==> src/rtl/piso_serializer.sv <==
// rtl/piso_serializer.sv - MSB-first parallel-in/serial-out stage; optional parity slot via SERIALIZER_PARITY_EN
module piso_serializer #(
  parameter int WIDTH = 4
) (
  input  logic             input_clock1_1,
  input  logic             input_reset_n_2,
  input  logic [WIDTH-1:0] input_data_3,
  input  logic             input_valid_4,
  output logic             output_ready_5,
  output logic             output_serial_6,
  output logic             output_shift_en_7,
  output logic             output_busy_8,
  output logic             output_done_9
);

  localparam int CW = $clog2(WIDTH + 1);
  localparam int IW = $clog2(WIDTH);

  typedef enum logic [1:0] {
    IDLE  = 2'd0,
    SHIFT = 2'd1,
    DONE  = 2'd2
  } state_t;

  state_t           state_q, state_d;
  logic [WIDTH-1:0] word_q, word_d;
  logic [CW-1:0]    cnt_q, cnt_d;
  logic [IW-1:0]    idx;
  logic             ready_d, serial_d, shift_en_d, busy_d, done_d;
`ifdef SERIALIZER_PARITY_EN
  logic             par_q, par_d;
`endif

  // State, latched word, counter and all registered outputs; reset clears everything at once
  always_ff @(posedge input_clock1_1 or negedge input_reset_n_2) begin
    if (!input_reset_n_2) begin
      state_q           <= IDLE;
      word_q            <= '0;
      cnt_q             <= '0;
      output_ready_5    <= 1'b0;
      output_serial_6   <= 1'b0;
      output_shift_en_7 <= 1'b0;
      output_busy_8     <= 1'b0;
      output_done_9     <= 1'b0;
`ifdef SERIALIZER_PARITY_EN
      par_q             <= 1'b0;
`endif
    end else begin
      state_q           <= state_d;
      word_q            <= word_d;
      cnt_q             <= cnt_d;
      output_ready_5    <= ready_d;
      output_serial_6   <= serial_d;
      output_shift_en_7 <= shift_en_d;
      output_busy_8     <= busy_d;
      output_done_9     <= done_d;
`ifdef SERIALIZER_PARITY_EN
      par_q             <= par_d;
`endif
    end
  end

  // Next state and next output values; serial_d always pairs with the counter value it will hold,
  // so the registered serial bit is the latched bit selected by the counter during that cycle
  always_comb begin
    state_d    = state_q;
    word_d     = word_q;
    cnt_d      = cnt_q;
    ready_d    = 1'b0;
    serial_d   = 1'b0;
    shift_en_d = 1'b0;
    done_d     = 1'b0;
    idx        = IW'(cnt_q - CW'(1));
`ifdef SERIALIZER_PARITY_EN
    par_d      = par_q;
`endif
    case (state_q)
      IDLE: begin
        ready_d = 1'b1;
        // output_ready_5 is still 0 on the first edge after reset, so nothing is accepted there
        if (input_valid_4 && output_ready_5) begin
          word_d     = input_data_3;
          cnt_d      = CW'(WIDTH - 1);
          state_d    = SHIFT;
          ready_d    = 1'b0;
          shift_en_d = 1'b1;
          serial_d   = input_data_3[WIDTH-1];
`ifdef SERIALIZER_PARITY_EN
          par_d      = 1'b0;
`endif
        end
      end
      SHIFT: begin
        if (cnt_q != '0) begin
          cnt_d      = cnt_q - CW'(1);
          shift_en_d = 1'b1;
          serial_d   = word_q[idx];
        end
`ifdef SERIALIZER_PARITY_EN
        else if (!par_q) begin
          par_d      = 1'b1;
          shift_en_d = 1'b1;
          serial_d   = ^word_q;
        end else begin
          par_d   = 1'b0;
          state_d = DONE;
          done_d  = 1'b1;
        end
`else
        else begin
          state_d = DONE;
          done_d  = 1'b1;
        end
`endif
      end
      DONE: begin
        state_d = IDLE;
        ready_d = 1'b1;
      end
      default: begin
        state_d = IDLE;
      end
    endcase
    busy_d = (state_d != IDLE);
  end

endmodule

==> config.mk <==
export PLATFORM = sky130hd
export DESIGN_NAME = piso_serializer
export DESIGN_NICKNAME = d
export VERILOG_FILES = /design/src/rtl/piso_serializer.sv
export SDC_FILE = /design/constraint.sdc
export NUM_CORES = 1
export LEC_CHECK = 0
export CAP_MARGIN = 20
export CORE_AREA = 2 2 39 41
export DETAILED_ROUTE_END_ITERATION = 8
export DIE_AREA = 0 0 41 43
export GPL_TIMING_DRIVEN = 0
export PLACE_DENSITY = 0.8
export SLEW_MARGIN = 10
export SYNTH_ARGS = -nofsm -noshare
export SYNTH_HDL_FRONTEND = slang
export SYNTH_SLANG_ARGS = --single-unit
export TNS_END_PERCENT = 20
==> constraint.sdc <==
create_clock -name input_clock1_1 -period 2.5 [get_ports input_clock1_1]
set_clock_uncertainty 0.2 [all_clocks]
set_input_delay 0.25 -clock input_clock1_1 [delete_from_list [all_inputs] [get_ports input_clock1_1]]
set_output_delay 0.25 -clock input_clock1_1 [all_outputs]
set_load 0.02 [all_outputs]
After elaboration in Yosys (flattened, before gate mapping) --
Cells that the tools add are included.
Storage, ports and cells: flip-flop bits (word level) 14, input port bits 7, output and inout bits 5, word-level logic and storage cells 39
Operators by class: $add $sub $neg 1, order comparisons 1, equal/unequal tests 4, mux-type cells 18, reduce and logical (&&, ||, !) cells 7
Operators by type and width (number):
- $mux 1 | 8
- $mux 3 | 2
- $pmux 1 s2 | 3
- $pmux 3 s2 | 1
- $mux 2 | 2
- $ne 2x2->1 const B | 2
- $pmux 2 s2 | 1
- $reduce_bool 2->1 | 2
- $lt 2x3->1 const B | 1
- $reduce_and 3->1 | 1
- $reduce_bool 3->1 | 1
- $sub 3x1->3 const B | 1
- $bmux 1 s2 | 1
- $eq 2x1->1 const B | 1
- $eq 2x2->1 const B | 1
- $logic_not 2->1 | 1
- $reduce_and 2->1 | 1
- $logic_and 1x1->1 | 1

Longest topological paths before layout --
depth in word-level cells 5, gate-level depth with buffers 5

Worst setup path after synthesis --
OpenSTA, ideal clock, no wires.
path type in2reg, start point input cnt_q[0], end point register cnt_q[0], library setup time 0.125 ns, arrival time 1.255 ns, data required time 2.175 ns, setup slack 0.921 ns, stages 6, cell sequence dfrtp_1 -> inv_1 -> ha_1 -> nor2b_1 -> o21bai_4 -> mux2_2
Between the ends: longest elaborated chain between the ends 3
RTL lines:
- start: declaration | RTL line 27 | logic [CW-1:0] cnt_q, cnt_d;
- $sub 3x1->3 or $reduce_bool 3->1 (tied branches) | RTL line 95, 94
- $mux 3 or $ne 2x2->1 (tied branches)
- $pmux 3 s2 or $reduce_and 3->1 (tied branches)
Several ways; a longest one is shown, not always the timed one. The select of a mux whose other input is x is not followed. A chain may end at the register's enable or synchronous reset.

Worst setup path in the final report --
start point input output_ready_5, end point output output_ready_5
RTL lines:
- start: declaration | RTL line 9 | output logic output_ready_5,
No word-level cell between the ends.

==> flow_summary.toml <==
[worst_setup_path]
path_class = "register to output port"
cp_top_family = "buffers and inverters"
cp_slowest_cell = "clkdlybuf4s50_1"
path_cells = "clkdlybuf4s50_1"
worst-path-buf-inv = 1
critPathRequiredTime_ps = 2050
start_kind = "register"
cp_max_fo = 4
crit_arrival_ps = 1280
critPathMaxStageDelay_ps = 610
endpoint_kind = "output port"

[drt]
postRouteWirelength_um = 973
drc = 0
drtIter0Drc = 4
ant_nets = 0
wl_per_cell_um = 12.3
viasPerCell = 5.13
vias = 405
firstDrtPassIters = 4

[cts]
htree_levels = 1
cts_resized = 0
numCtsBuffers = 3
cts_num_sinks = 14
clk_latency_ps = 280
cts_setup_buffers = 0
clk_pin_slew_worst_paths_ps = 90
cts_hold_buffers = 0
clk_path_buf_depth = 2
cts_tree = "done"
cts_root_buf = "clkbuf_4"

[synthesis]
synthesis.area_um2 = 607
synth_fp_nets = 57
seq_area_frac_synth_pct = 57.7
yosys_warnings = 0
netlist_instances = 48
ys_ff_latch = 14
avgSynthCellArea_um2 = 12.6
synth_cell_types = 20

[timing]
setup_viol = 0
layout_min_cycle_time_ps = 1730
rsz0062_at_grt = "no"
tightestPinTransition_ps = 598
slew_headroom_pct = 60.0
fin_crit_sh_pct = 69.3
maxSlewViolCount = 0
finalHoldViolations = 0
fin_setup_tns_ps = 0
fmax_mhz = 577

[grt]
grt_pass1_wl_um = 1550
grt_antenna_before_repair = 0
grt_max_degree = 15
first_global_vias = 385
grt.overflow.total = 0
track_usage_pct = 13.6

[pwr]
leakage_uw = 0.000351
powerDensity_nw_per_um2 = 1290
peakVddDrop_uv = 485
power_uw = 1000

[floorplanning]
die_w_um = 41
rows = 14
core_um2 = 1380
dieArea_um2 = 1760
num_io_pins = 12
chipHeight_um = 43
start_util_pct = 43.9

[finish]
final_common_cell = "dfrtp_1"
fin_cells = 79
drive_above_1_share_pct = 17.5
diodes = 0
area_delta_synth_final_pct = 27.4
nNetsFinal = 73
final_cell_mix = "dfrtp_1 (14), clkdlybuf4s50_1 (11), inv_1 (6), mux2_2 (4)"

[placement]
place_hpwl_um = 719
numPortBuffers = 11
dp_cells = 75
gp_routability_congestion = 0.794

[job]
cap_violations = 0

[min_path]
hp-class = "input port to asynchronous set/reset pin"

[run_status]
status = "finished, final reports clean"
[worst reg2reg max path, stage by stage (launching register included)]
cell and delay (ps):
dfrtp_1 400, inv_1 110, ha_1 190, nor2b_1 320
o21bai_4 100, mux2_2 260
[power by group]
group	leakage [µW]	internal, µW	total [µW]	switching [µW]
Sequential	0.000172	331	385	54.5
Combinational	0.000158	236	450	214
Clock	0.0000210	88.7	165	76.6
Total	0.000351	656	1000	345
[flip-flops by register name, indices dropped and copies added (netlist names)]
signal,count
cnt_q,3
output_busy_8,1
output_done_9,1
output_ready_5,1
output_serial_6,1
output_shift_en_7,1
state_q,2
word_q,4
[cell type report]
type | instances | area [µm²]
plain buffers | 1 | 11.3
clock buffers | 4 | 36.3
fillers | 125 | 611
inverters | 6 | 22.5
multi-input cells | 27 | 223
flip-flops and latches | 14 | 350
well taps | 16 | 20.0
repair buffers | 11 | 110
[cell families after synthesis]
| logic type | count (synthesis) | share of synthesized area, % |
|---|---|---|
| AND/OR/NAND/NOR | 11 | 10.5 |
| AO/OA/AOI/OAI | 9 | 10.9 |
| flip-flops | 14 | 57.7 |
| adder cells (fa/ha/maj) | 2 | 4.12 |
| buffers and inverters | 7 | 5.57 |
| multiplexers | 5 | 11.1 |
[Yosys cell counts (all sizes together)]
cell	n	share of area, %
ha	2	4.1
nor3	1	0.82
nand3	1	0.82
buf	1	1.9
nor2b	1	1.0
inv	6	3.7
mux2	4	7.4
nor2	3	1.9
or4	1	1.2
nand2b	2	2.1
nand2	1	0.62
o21ai	3	2.5
a21oi	2	1.6
o21bai	2	4.3
mux4	1	3.7
and4bb	1	2.1
a31oi	1	1.0
dfrtp	14	58
a211o	1	1.4
[final timing paths]
path	from	to	slack (ps)	cells after the start
min in group input_clock1_1	state_q[1]	output_busy_8	260	1
worst min-delay path	input_reset_n_2	output_ready_5	140	1
worst max-delay path	output_ready_5	output_ready_5	770	1
worst max register to register	cnt_q[0]	cnt_q[0]	810	5
max in group asynchronous	input_reset_n_2	word_q[2]	1570	1
worst min register to register	state_q[1]	output_busy_8	260	1
[routing by layer]
layer	vias up	track usage [%]	wire length (µm)
li1	194	-	-
met1	196	15.5	428
met2	11	20.3	473
met3	4	3.14	44
met4	0	11.3	26
met5	-	0	0
[per-stage QoR]
stage | cell area [µm²] | utilization, % | worst slack, ps | hold WS [ps]
global route | 773 | 55.9 | 699 | 185
global placement | 737 | 53.3 | 706 | 249
CTS | 773 | 55.9 | 755 | 157
detailed placement | 737 | 53.3 | 697 | 254
finish | 773 | 55.9 | 768 | 135
floorplan | 607 | - | 921 | -246
No activity file was read; power rests on OpenSTA's default activity.
